==> src/rtl/signed_bcd_display.sv <==
// signed_bcd_display: signed 8-bit count to sign + 3 BCD digits on a
// 4-digit multiplexed common-anode 7-segment display.
// The magnitude is taken by two's complement, then converted with a
// sequential shift-add-3 (double-dabble) FSM: IDLE -> SHIFT x8 -> LATCH.
// Optional build macro LEADING_ZERO_BLANK_EN: blank leading zero digits
// (hundreds, and tens when hundreds is also zero); ones always shown.
module signed_bcd_display #(
   parameter int REFRESH_DIV = 100000,
   parameter int CNT_W       = 17
) (
   input  logic       clk,
   input  logic       rst,
   input  logic       start,
   input  logic [7:0] value_in,
   output logic       busy,
   output logic       done,
   output logic [3:0] an,
   output logic [6:0] seg
);

   typedef enum logic [1:0] {IDLE, SHIFT, LATCH} state_t;

   localparam logic [6:0] SEG_BLANK = 7'b1111111;
   localparam logic [6:0] SEG_MINUS = 7'b0111111;

   state_t           state;
   logic             sign_r;
   logic [7:0]       mag;
   logic [11:0]      bcd;
   logic [11:0]      bcd_adj;
   logic [2:0]       shift_cnt;
   logic             disp_sign;
   logic [11:0]      disp_bcd;
   logic [CNT_W-1:0] ref_cnt;
   logic [1:0]       scan_idx;
   logic [1:0]       idx_next;
   logic [3:0]       an_next;
   logic [6:0]       seg_next;

   // BCD digit to active-low gfedcba pattern; out-of-range codes are blank
   function automatic logic [6:0] seg7(input logic [3:0] d);
      case (d)
         4'd0:    seg7 = 7'b1000000;
         4'd1:    seg7 = 7'b1111001;
         4'd2:    seg7 = 7'b0100100;
         4'd3:    seg7 = 7'b0110000;
         4'd4:    seg7 = 7'b0011001;
         4'd5:    seg7 = 7'b0010010;
         4'd6:    seg7 = 7'b0000010;
         4'd7:    seg7 = 7'b1111000;
         4'd8:    seg7 = 7'b0000000;
         4'd9:    seg7 = 7'b0010000;
         default: seg7 = SEG_BLANK;
      endcase
   endfunction

   // Add-3 correction of every BCD nibble that is 5 or more, ahead of the shift
   always_comb begin
      bcd_adj = bcd;
      for (int unsigned i = 0; i < 3; i++) begin
         if (bcd[i*4 +: 4] >= 4'd5)
            bcd_adj[i*4 +: 4] = bcd[i*4 +: 4] + 4'd3;
      end
   end

   // Conversion FSM: capture magnitude, eight shift-add-3 steps, latch to display
   always_ff @(posedge clk or posedge rst) begin
      if (rst) begin
         state     <= IDLE;
         sign_r    <= 1'b0;
         mag       <= '0;
         bcd       <= '0;
         shift_cnt <= '0;
         disp_sign <= 1'b0;
         disp_bcd  <= '0;
         busy      <= 1'b0;
         done      <= 1'b0;
      end else begin
         done <= 1'b0;
         case (state)
            IDLE: begin
               if (start) begin
                  sign_r    <= value_in[7];
                  mag       <= value_in[7] ? (~value_in + 8'd1) : value_in;
                  bcd       <= '0;
                  shift_cnt <= '0;
                  busy      <= 1'b1;
                  state     <= SHIFT;
               end
            end
            SHIFT: begin
               bcd       <= {bcd_adj[10:0], mag[7]};
               mag       <= {mag[6:0], 1'b0};
               shift_cnt <= shift_cnt + 3'd1;
               if (shift_cnt == 3'd7)
                  state <= LATCH;
            end
            LATCH: begin
               disp_sign <= sign_r;
               disp_bcd  <= bcd;
               done      <= 1'b1;
               busy      <= 1'b0;
               state     <= IDLE;
            end
            default: state <= IDLE;
         endcase
      end
   end

   // Select anode and segment pattern for the digit the scan moves to next
   always_comb begin
      idx_next = scan_idx + 2'd1;
      an_next  = ~(4'b0001 << idx_next);
      seg_next = SEG_BLANK;
      case (idx_next)
         2'd3: seg_next = disp_sign ? SEG_MINUS : SEG_BLANK;
         2'd2: begin
            seg_next = seg7(disp_bcd[11:8]);
`ifdef LEADING_ZERO_BLANK_EN
            if (disp_bcd[11:8] == 4'd0)
               seg_next = SEG_BLANK;
`endif
         end
         2'd1: begin
            seg_next = seg7(disp_bcd[7:4]);
`ifdef LEADING_ZERO_BLANK_EN
            if (disp_bcd[11:8] == 4'd0 && disp_bcd[7:4] == 4'd0)
               seg_next = SEG_BLANK;
`endif
         end
         default: seg_next = seg7(disp_bcd[3:0]);
      endcase
   end

   // Free-running refresh divider; an/seg are registered on the wrap edge
   always_ff @(posedge clk or posedge rst) begin
      if (rst) begin
         ref_cnt  <= '0;
         scan_idx <= '0;
         an       <= 4'b1111;
         seg      <= SEG_BLANK;
      end else if (ref_cnt == CNT_W'(REFRESH_DIV - 1)) begin
         ref_cnt  <= '0;
         scan_idx <= idx_next;
         an       <= an_next;
         seg      <= seg_next;
      end else begin
         ref_cnt <= ref_cnt + CNT_W'(1);
      end
   end

endmodule

==> config.mk <==
export PLATFORM = sky130hd
export DESIGN_NAME = signed_bcd_display
export DESIGN_NICKNAME = d
export VERILOG_FILES = /design/src/rtl/signed_bcd_display.sv
export SDC_FILE = /design/constraint.sdc
export NUM_CORES = 1
export LEC_CHECK = 0
export CAP_MARGIN = 15
export CORE_MARGIN = 10
export CORE_UTILIZATION = 45
export CTS_BUF_LIST = sky130_fd_sc_hd__clkbuf_4 sky130_fd_sc_hd__clkbuf_8
export DETAILED_ROUTE_END_ITERATION = 8
export PLACE_DENSITY = 0.65
export SYNTH_ARGS = -nofsm -noshare
export SYNTH_HDL_FRONTEND = slang
export SYNTH_SLANG_ARGS = --single-unit
==> constraint.sdc <==
create_clock -name clk -period 2.4 [get_ports clk]
set_clock_uncertainty 0.15 [all_clocks]
set_input_delay 0.48 -clock clk [delete_from_list [all_inputs] [get_ports clk]]
set_output_delay 0.48 -clock clk [all_outputs]
set_load 0.005 [all_outputs]
* Word level (Yosys, flattened, before mapping)
Memory sizes are Yosys's and may differ from the RTL's.
Cells that the tools add are included.
** Storage, ports and cells
- Bits of input ports :: 11
- Register bits after elaboration :: 71
- Memories :: 3
- Bits in read-only memories :: 336
- Word-level logic and storage cells :: 64
** Memories
- (name not given) :: depth 16, bits a word 7, read ports 1, clocked after Yosys merged registers in 0, write ports 0, line 42 : case (d)
- (name not given) :: depth 16, bits a word 7, read ports 1, clocked after Yosys merged registers in 0, write ports 0, line 42
- (name not given) :: depth 16, bits a word 7, read ports 1, clocked after Yosys merged registers in 0, write ports 0, line 42
** Operators by class
- Bitwise gates (word level) :: 2
- Add/sub/neg operators :: 7
- Shifts and indexed selects :: 1
- Muxes and demuxes :: 19
- $lt $le $gt $ge :: 3
- Reductions and logical operators :: 7
- Eq/ne operators :: 9
** Operator list (number)
- case mux 12 bit (2 select lines) :: 1
- case mux 7 bit (3 select lines) :: 1
- adder 17 x 1 -> 17 bit (second input constant) :: 1
- equality test 17 bit (second input constant) :: 1
- 2-to-1 mux 17 bit :: 1
- 2-to-1 mux 8 bit :: 2
- case mux 8 bit (2 select lines) :: 1
- greater-or-equal comparator 4 x 3 -> 1 bit (second input constant) :: 3
- 2-to-1 mux 12 bit :: 1
- adder 4 x 2 -> 4 bit (second input constant) :: 2
- adder 8 x 1 -> 8 bit (second input constant) :: 1
- 2-to-1 mux 4 bit :: 2
- NOT 8 bit :: 1
- AND reduction 2 bit :: 4
- 2-to-1 mux 7 bit :: 1
- equality test 2 bit (second input constant) :: 3
- 2-to-1 mux 3 bit :: 2
- case mux 3 bit (2 select lines) :: 1
- equality test 2 x 1 -> 1 bit (second input constant) :: 2
- 2-to-1 mux 2 bit :: 2
- != test 2 bit (second input constant) :: 2
- NOT 4 bit :: 1
- case mux 2 bit (2 select lines) :: 1
- nonzero test 2 bit :: 2
- 8 further kinds :: 9

* Longest topological paths before layout
Gate-level depths: netlist of run 1.
- Depth after elaboration :: 5
- Gate-level depth with buffers :: 7
- Mapped depth without buffers :: 6

* Least setup slack after synthesis of run 1
No wires, ideal clock.
- Path kind :: input -> register
- From :: in value_in[0]
- To :: reg mag[6]
- Buffers on the path :: 0
- Stages on the path :: 6
- Arrival time :: 1.578 ns
- Required time :: 2.113 ns
- Setup time :: 0.137 ns
- Slack :: 0.536 ns
- Cells stage by stage :: inv_1 ha_1 or3b_2 o31ai_1 xor2_1 o21ai_0
** Between the ends
- Cells in the longest elaborated chain, start to end :: 5
** RTL lines
- start, declared :: line 14 : input logic [7:0] value_in,
- NOT 8 bit :: line 84 : mag <= value_in[7] ? (~value_in + 8'd1) : value_in;
- adder 8 x 1 -> 8 bit :: line 84
- 2-to-1 mux 8 bit :: line 84
- 2-to-1 mux 8 bit :: line 82 : if (start) begin
- case mux 8 bit (2 select lines) :: line 80 : case (state)
- end signal, assigned :: line 84
- end signal, assigned :: line 93 : mag <= {mag[6:0], 1'b0};
- end, declared :: line 28 : logic [7:0] mag;
No other way between the ends. The select of a mux whose other input is x is not followed.
A chain may end at the register's enable or synchronous reset.

* Worst setup path in the final report of run 1
Ends and elaborated chain as after synthesis.

==> summary.txt, run 1 <==
Outcome
  – Status: finished, final reports clean

Logic synthesis
  – EDFF count, synth: 0
  – Share of Yosys cell area claimed by the top area cell type: 36.89%
  – Synth area leaders: dfrtp_1 37%, ha_1 9.8%, dfstp_2 7.1%
  – Syn nets: 454
  – Synth Register Bits: 71
  – Register area share after synthesis: 43.99%
  – Warnings from Yosys: 0
  – Post-synth top cells: 60 x dfrtp_1, 36 x nand2_1, 36 x o21ai_0
  – Synth cell types: 53
  – Syn_area_per_cell: 9.903 um^2
  – Top_reg_cell synth: dfrtp_1
  – Cells after synthesis: 411
  – Top cell type by total area after synthesis: dfrtp_1
  – Mapped cell area: 4070 um^2
  – Post-synth ARST share: 100.0%
  – Count leader, synth: dfrtp_1

Setup path
  – Max incr delay on CP: 0.46 ns
  – CP max FO: 3
  – Worst setup path startpoint: value_in[0]
  – Setup crit start kind: input port
  – CP Capture Type: flip-flop
  – R2R Path Start: ref_cnt[11]
  – Crit path kind: input port to flip-flop
  – Crit-path cells: clkdlybuf4s50_1 -> inv_1 -> ha_1 -> or3b_2 -> o31ai_1 -> xor2_1 -> o21ai_0
  – CP arrival: 2.11 ns
  – Slowest library cell on the worst path: or3b_2
  – Crit path required time: 2.46 ns

Clocking
  – CTS clk-pin slew, worst paths: 0.07 ns
  – CTS buffer count: 9
  – Clock Tree Root: clkbuf_8
  – CTS Hold Bufs: 0
  – CTS Sinks: 71
  – Post-CTS setup buffer count: 0
  – Worst-case clock buffer depth: 2
  – TritonCTS clock tree: yes
  – Clock latency at the later pin of the worst-skew pair: 0.34 ns
  – CTS H-tree lvls: 3

Cells and area
  – Final #Nets: 478
  – Ant. Diodes: 0
  – Non-Filler Instances: 548
  – Layout cells sized above 1: 14.32%
  – Core Util, Final: 52.96%
  – Area grow syn2layout: 14.02%

Detailed routing
  – Detail Route Antenna Nets: 0
  – DRT Pass-1 Iters: 4
  – Drc violations: 0
  – Met3 Routed Length: 252 um
  – DR WL met2: 3597 um
  – Met1 WL: 3703 um
  – Vias per inst: 5.407
  – Drt total wl: 7714 um
  – Vias: 2963
  – Uppermost layer routed: met4
  – Wirelength per Cell: 14.08 um
  – DRT iter0 DRCs: 157

GRT
  – Largest net degree at the start of global routing: 30
  – Initial antenna violation count: 0
  – Vias in the first global route: 2990
  – Grt total ovfl: 0
  – Global-route wire length before repair: 13660 um
  – Overall Global Routing Usage: 12.42%

Timing
  – Hold Vio Cnt, Final: 0
  – Slew headroom: 58.40%
  – Crit share post-route: 85.42%
  – Final TNS setup: 0 ns
  – Final setup fails: 0
  – Fin. max-slew vios: 0
  – Final min period: 2.050 ns
  – Unrepaired setup endpoints after global routing: no
  – Fmax: 487.8 MHz
  – Worst Tran Pin Value: 0.6161 ns

Power
  – Clock share of power: 20.4%
  – Part of the power in registers: 42.3%
  – Pint: 2.718 mW
  – VDD IR-drop max: 0.3555 mV
  – Sw Share: 37.82%
  – PwrDens: 941.9 nW/um^2
  – Comb pwr share: 37.3%
  – NetSw: 1.653 mW
  – Leakage power: 2.005 nW
  – Power Total: 4.371 mW

Placement
  – DP Wirelength: 5755 um
  – Placed cells: 532
  – # port buffers: 23
  – Placer Congestion: 0.8174

Die
  – Core footprint: 8763 um^2
  – Num rows: 34
  – I/O pin count: 24
  – Die area: 13250 um^2
  – Initial cell density of the core: 46.44%
  – Die H: 115.1 um
  – Die span in x: 115.1 um

Job
  – Number of max-cap violations: 0

Hold path
  – Hold/Removal Path Class: flip-flop to flip-flop
  – Min-delay src: seg[3]
## cells by family (layout without fill, tap and decap cells)
group	count (synthesis)	count (layout)	synth area share [%]
AND/OR/NAND/NOR	125	125	16.63
adder cells (fa/ha/maj)	32	32	9.837
AO/OA/AOI/OAI	101	101	16.08
multiplexers	14	14	3.843
XOR/XNOR	26	26	5.595
buffers and inverters	42	71	4.027
flip-flops	71	71	43.99
## per-stage QoR
stage | area [um^2] | hold slack, ns | setup WS (ns)
after floorplan | 4074 | 0.2908 | 0.5355
after global placement | 4454 | 0.3127 | 0.04119
after detailed placement | 4454 | 0.3097 | -0.01190
after CTS | 4638 | 0.3206 | 0.1864
after global routing | 4641 | 0.3384 | 0.09340
final | 4641 | 0.3180 | 0.3500
## worst paths after layout
path                               to  cells after the start  slack, ns
max in group asynchronous      seg[2]                      3       1.18
min reg2reg                    seg[3]                      2       0.32
max reg2reg                    seg[4]                      5       0.36
max                            mag[6]                      7       0.35
min                            seg[3]                      2       0.32
min in group asynchronous  ref_cnt[4]                      2       0.37
## registers in the layout (all words and copies together), names as in the netlist
signal / flops
seg: 7
an: 4
scan_idx: 2
done: 1
mag: 8
busy: 1
shift_cnt: 3
state: 2
disp_bcd: 12
bcd: 12
ref_cnt: 17
disp_sign: 1
sign_r: 1
## placed cells by master, fill, tap and decap left out, types with 5 or more instances in the layout
| cell | Yosys | routed |
|---|---|---|
| dfrtp_1 | 60 | 60 |
| nand2_1 | 36 | 36 |
| o21ai_0 | 36 | 36 |
| ha_1 | 32 | 32 |
| clkdlybuf4s50_1 | 0 | 23 |
| inv_1 | 23 | 22 |
| nand3_1 | 18 | 18 |
| a21oi_1 | 17 | 17 |
| xnor2_1 | 16 | 16 |
| nand2b_1 | 14 | 14 |
| nor2_1 | 13 | 13 |
| mux2_2 | 13 | 13 |
| o31ai_1 | 13 | 13 |
| dfstp_2 | 11 | 11 |
| clkbuf_8 | 0 | 11 |
| xor2_1 | 10 | 10 |
| nor2b_1 | 8 | 7 |
| o221ai_1 | 7 | 7 |
| o21a_1 | 7 | 7 |
| buf_4 | 0 | 7 |
| and2_1 | 5 | 5 |
| a22oi_1 | 5 | 5 |
## per-layer routing
metal,vias to the layer above,global-route usage (%)
li1,1500,-
met1,1420,15.45
met2,34,20.08
met3,9,2.760
met4,0,5.776
met5,-,0
## cell type report
type,count,area [um^2]
Fill cell,798,4123
Multi-Input combinational cell,298,2118
Sequential cell,71,1790
Timing Repair Buffer,32,322.8
Clock buffer,13,166.4
Tap cell,108,135.1
Inverter,23,90.09
Clock inverter,3,17.52
## power groups by stage
stage	Combinational (mW)	Clock, mW	Sequential [mW]
after floorplan	1.40	0	1.70
after global placement	1.59	0	1.85
after detailed placement	1.64	0	1.87
after CTS	1.65	0.919	1.85
after global routing	1.89	0.971	1.91
final	1.63	0.892	1.85
## worst max-delay path, delay by kind of cell
kind | cells | cell delay (ns)
AO/OA/AOI/OAI | 2 | 0.32
XOR/XNOR | 1 | 0.16
adder cells (fa/ha/maj) | 1 | 0.16
buffers and inverters | 2 | 0.52
AND/OR/NAND/NOR | 1 | 0.46
## timing repair
action	CTS	global route
endpoints found under the hold margin	0	0
setup endpoints to repair	0	5
resized for setup	0	1
No activity file was read; power rests on OpenSTA's default activity.
==> run 2: changes to the inputs <==
Settings changed: CORE_UTILIZATION 45 to 40, PLACE_DENSITY 0.65 to unset, SLEW_MARGIN set to 20.
==> run 2 against run 1 <==
Net effect:
- flip-flop and latch count stayed put
- critical endpoint is now mag[1]
- first-iteration DRC count rose by 28%
- power is 4.3% higher
- highest routed layer unchanged
- cell area increased by 1.3%
- largest power group unchanged
- critical path depth shrank 4
- cell count grew 4.6%
- hold slack improved by 0.010 ns
- wire length increased by 1.7%
- count of clock-buffer cells in the layout down 2
- largest cell class unchanged
- fmax decreased by 5.0%
==> summary.txt, run 2 (synthesis results as in run 1) <==
Hold path
  – Min-delay src: an[0]
  – Hold-critical path depth: 2 (unchanged)
  – Hold/Removal Path Class: flip-flop to flip-flop
  – Min-Delay Endpoint: an[0]

GRT
  – Initial antenna violation count: 0 (unchanged)
  – Grt total ovfl: 0 (unchanged)
  – Overall Global Routing Usage: 11.26% (-1.2 points)
  – Vias in the first global route: 2863 (-4.2%)
  – Largest net degree at the start of global routing: 35 (+17%)
  – Global-route wire length before repair: 13650 um (about the same)

Die
  – Die span in x: 120.9 um (+5.0%)
  – Die H: 120.9 um (+5.0%)
  – Core footprint: 9864 um^2 (+13%)
  – Initial cell density of the core: 41.26% (-5.2 points)
  – Num rows: 36 (+5.9%)
  – Die area: 14610 um^2 (+10%)
  – I/O pin count: 24 (unchanged)

Placement
  – # port buffers: 23 (unchanged)
  – Placer Congestion: 0.8141 (-0.40%)
  – DP Wirelength: 5765 um (+0.18%)
  – Placed cells: 557 (+4.7%)
  – Placed cell areas: 4473 um^2 (+0.42%)
  – Pre-CTS WS: 0.02013 ns (+0.03203 ns)

Cells and area
  – Fin area: 4700 um^2 (+1.3%)
  – Largest registers: ref_cnt: 17 flops, bcd: 12 flops, disp_bcd: 12 flops
  – Layout cells sized above 1: 14.09% (-0.23 points)
  – Most frequent cells in the layout: 60 x dfrtp_1, 36 x nand2_1, 36 x o21ai_0
  – Most common cell after layout, fill and taps aside: dfrtp_1
  – Non-Filler Instances: 573 (+4.6%)
  – Final #Nets: 478 (unchanged)
  – Area grow syn2layout: 15.46%
  – Ant. Diodes: 0 (unchanged)
  – Core Util, Final: 47.64% (-5.3 points)
  – Largest register by flop count: ref_cnt
  – Max reg flops: 17 (unchanged)
  – FILL cells: 898 (+13%)

Clocking
  – CTS Hold Bufs: 0 (unchanged)
  – CTS buffer count: 9 (unchanged)
  – CTS Sinks: 71 (unchanged)
  – Worst-case clock buffer depth: 2 (unchanged)
  – Clock Tree Root: clkbuf_8
  – # resized after CTS: 0 (unchanged)
  – CTS H-tree lvls: 3 (unchanged)
  – CTS clk-pin slew, worst paths: 0.08 ns (about the same)
  – Clock latency at the later pin of the worst-skew pair: 0.35 ns (about the same)
  – TritonCTS clock tree: yes
  – Post-CTS setup buffer count: 0 (unchanged)

Outcome
  – Status: finished, final reports clean

Detailed routing
  – Drt total wl: 7848 um (+1.7%)
  – Drc violations: 0 (unchanged)
  – Detail Route Antenna Nets: 0 (unchanged)
  – DRT iter0 DRCs: 201 (+28%)
  – DRT Pass-1 Iters: 4 (unchanged)
  – Vias: 2981 (+0.61%)
  – Wirelength per Cell: 13.70 um (-2.7%)
  – Vias per inst: 5.202 (-3.8%)

Timing
  – Slew headroom: 32.19% (-26 points)
  – Final TNS setup: 0 ns (unchanged)
  – Fin. max-slew vios: 0 (unchanged)
  – Worst Tran Pin Value: 1.015 ns (+0.3990 ns)
  – Final setup fails: 0 (unchanged)
  – Hold Vio Cnt, Final: 0 (unchanged)
  – Final min period: 2.158 ns (+0.1077 ns)
  – Unrepaired setup endpoints after global routing: no
  – Final WS setup: 0.2423 ns (-0.1077 ns)
  – Final Hold Slack: 0.3285 ns (+0.01048 ns)
  – Fmax: 463.5 MHz (-5.0%)
  – Crit share post-route: 89.90% (+4.5 points)

Setup path
  – CP Capture Type: flip-flop
  – CP max FO: 15 (+12)
  – RR Endpoint: mag[1]
  – Crit path kind: flip-flop to flip-flop
  – CP arrival: 2.25 ns (+0.14 ns)
  – Setup crit start kind: flip-flop
  – Crit-path cells: nor2b_1 -> nor2_1 -> a221o_1
  – R2R Setup Slk: 0.24 ns (-0.12 ns)
  – CP delay by family, top: simple AND/OR/NAND/NOR gates
  – Max incr delay on CP: 0.82 ns (+0.36 ns)
  – Slowest library cell on the worst path: nor2b_1
  – Buf/Inv on CP: 0 (-2)
  – R2r worst-path depth: 3 (-2)
  – Crit path required time: 2.49 ns (+0.03 ns)
  – R2R Path Start: state[0]

Job
  – Number of max-cap violations: 0 (unchanged)

Power
  – VDD IR-drop max: 0.2943 mV (-17%)
  – Comb pwr share: 35.7% (-1.6 points)
  – Power Total: 4.561 mW (+4.3%)
  – Sw Share: 36.66% (-1.2 points)
  – Pint: 2.889 mW (+6.3%)
  – Clock share of power: 23.8% (+3.4 points)
  – Leakage power: 2.017 nW (+0.59%)
  – PwrDens: 970.5 nW/um^2 (+3.0%)
  – Part of the power in registers: 40.5% (-1.8 points)
  – NetSw: 1.672 mW (+1.1%)
[run 2: layer usage]
| layer | up-vias | GRT usage (%) | wire length (um) | share of wire, % |
|---|---|---|---|---|
| li1 | 1499 | - | - | - |
| met1 | 1438 | 14.63 | 3850 | 49 |
| met2 | 35 | 17.48 | 3635 | 46 |
| met3 | 9 | 3.118 | 261 | 3.3 |
| met4 | 0 | 4.072 | 100 | 1.3 |
| met5 | - | 0 | 0 | 0 |
[run 2: how the worst max path moves through the flow]
stage,from,to,slack [ns],cells past startpoint
floorplan,value_in[0],mag[6],0.54,6
global placement,value_in[0],mag[6],0.03,7
detailed placement,value_in[0],mag[6],0.02,7
CTS,state[0],mag[1],0.20,3
global route,state[0],mag[5],0.04,4
finish,state[0],mag[1],0.24,3
[run 2: power groups by stage]
stage	Combinational (mW)	Clock (mW)	Sequential, mW
finish	1.63	1.09	1.85
global route	1.87	1.17	1.91
CTS	1.66	1.12	1.84
detailed placement	1.65	0	1.86
global placement	1.59	0	1.85
floorplan	1.40	0	1.70
[run 2: cell type report]
class / instances / area [um^2] / area share [%]
inverters: 23 / 90.09 / 1.917
repair buffers: 32 / 310.3 / 6.603
flip-flops and latches: 71 / 1790 / 38.10
clock inverters: 5 / 81.33 / 1.731
multi-input cells: 298 / 2116 / 45.02
well taps: 133 / 166.4 / 3.541
clock buffers: 11 / 145.1 / 3.088
[run 2: worst min-delay path: cells and delay by family (launching register included)]
family	cells	cell delay [ns]
compound gates	1	0.06
simple gates	1	0.04
flops	1	0.37
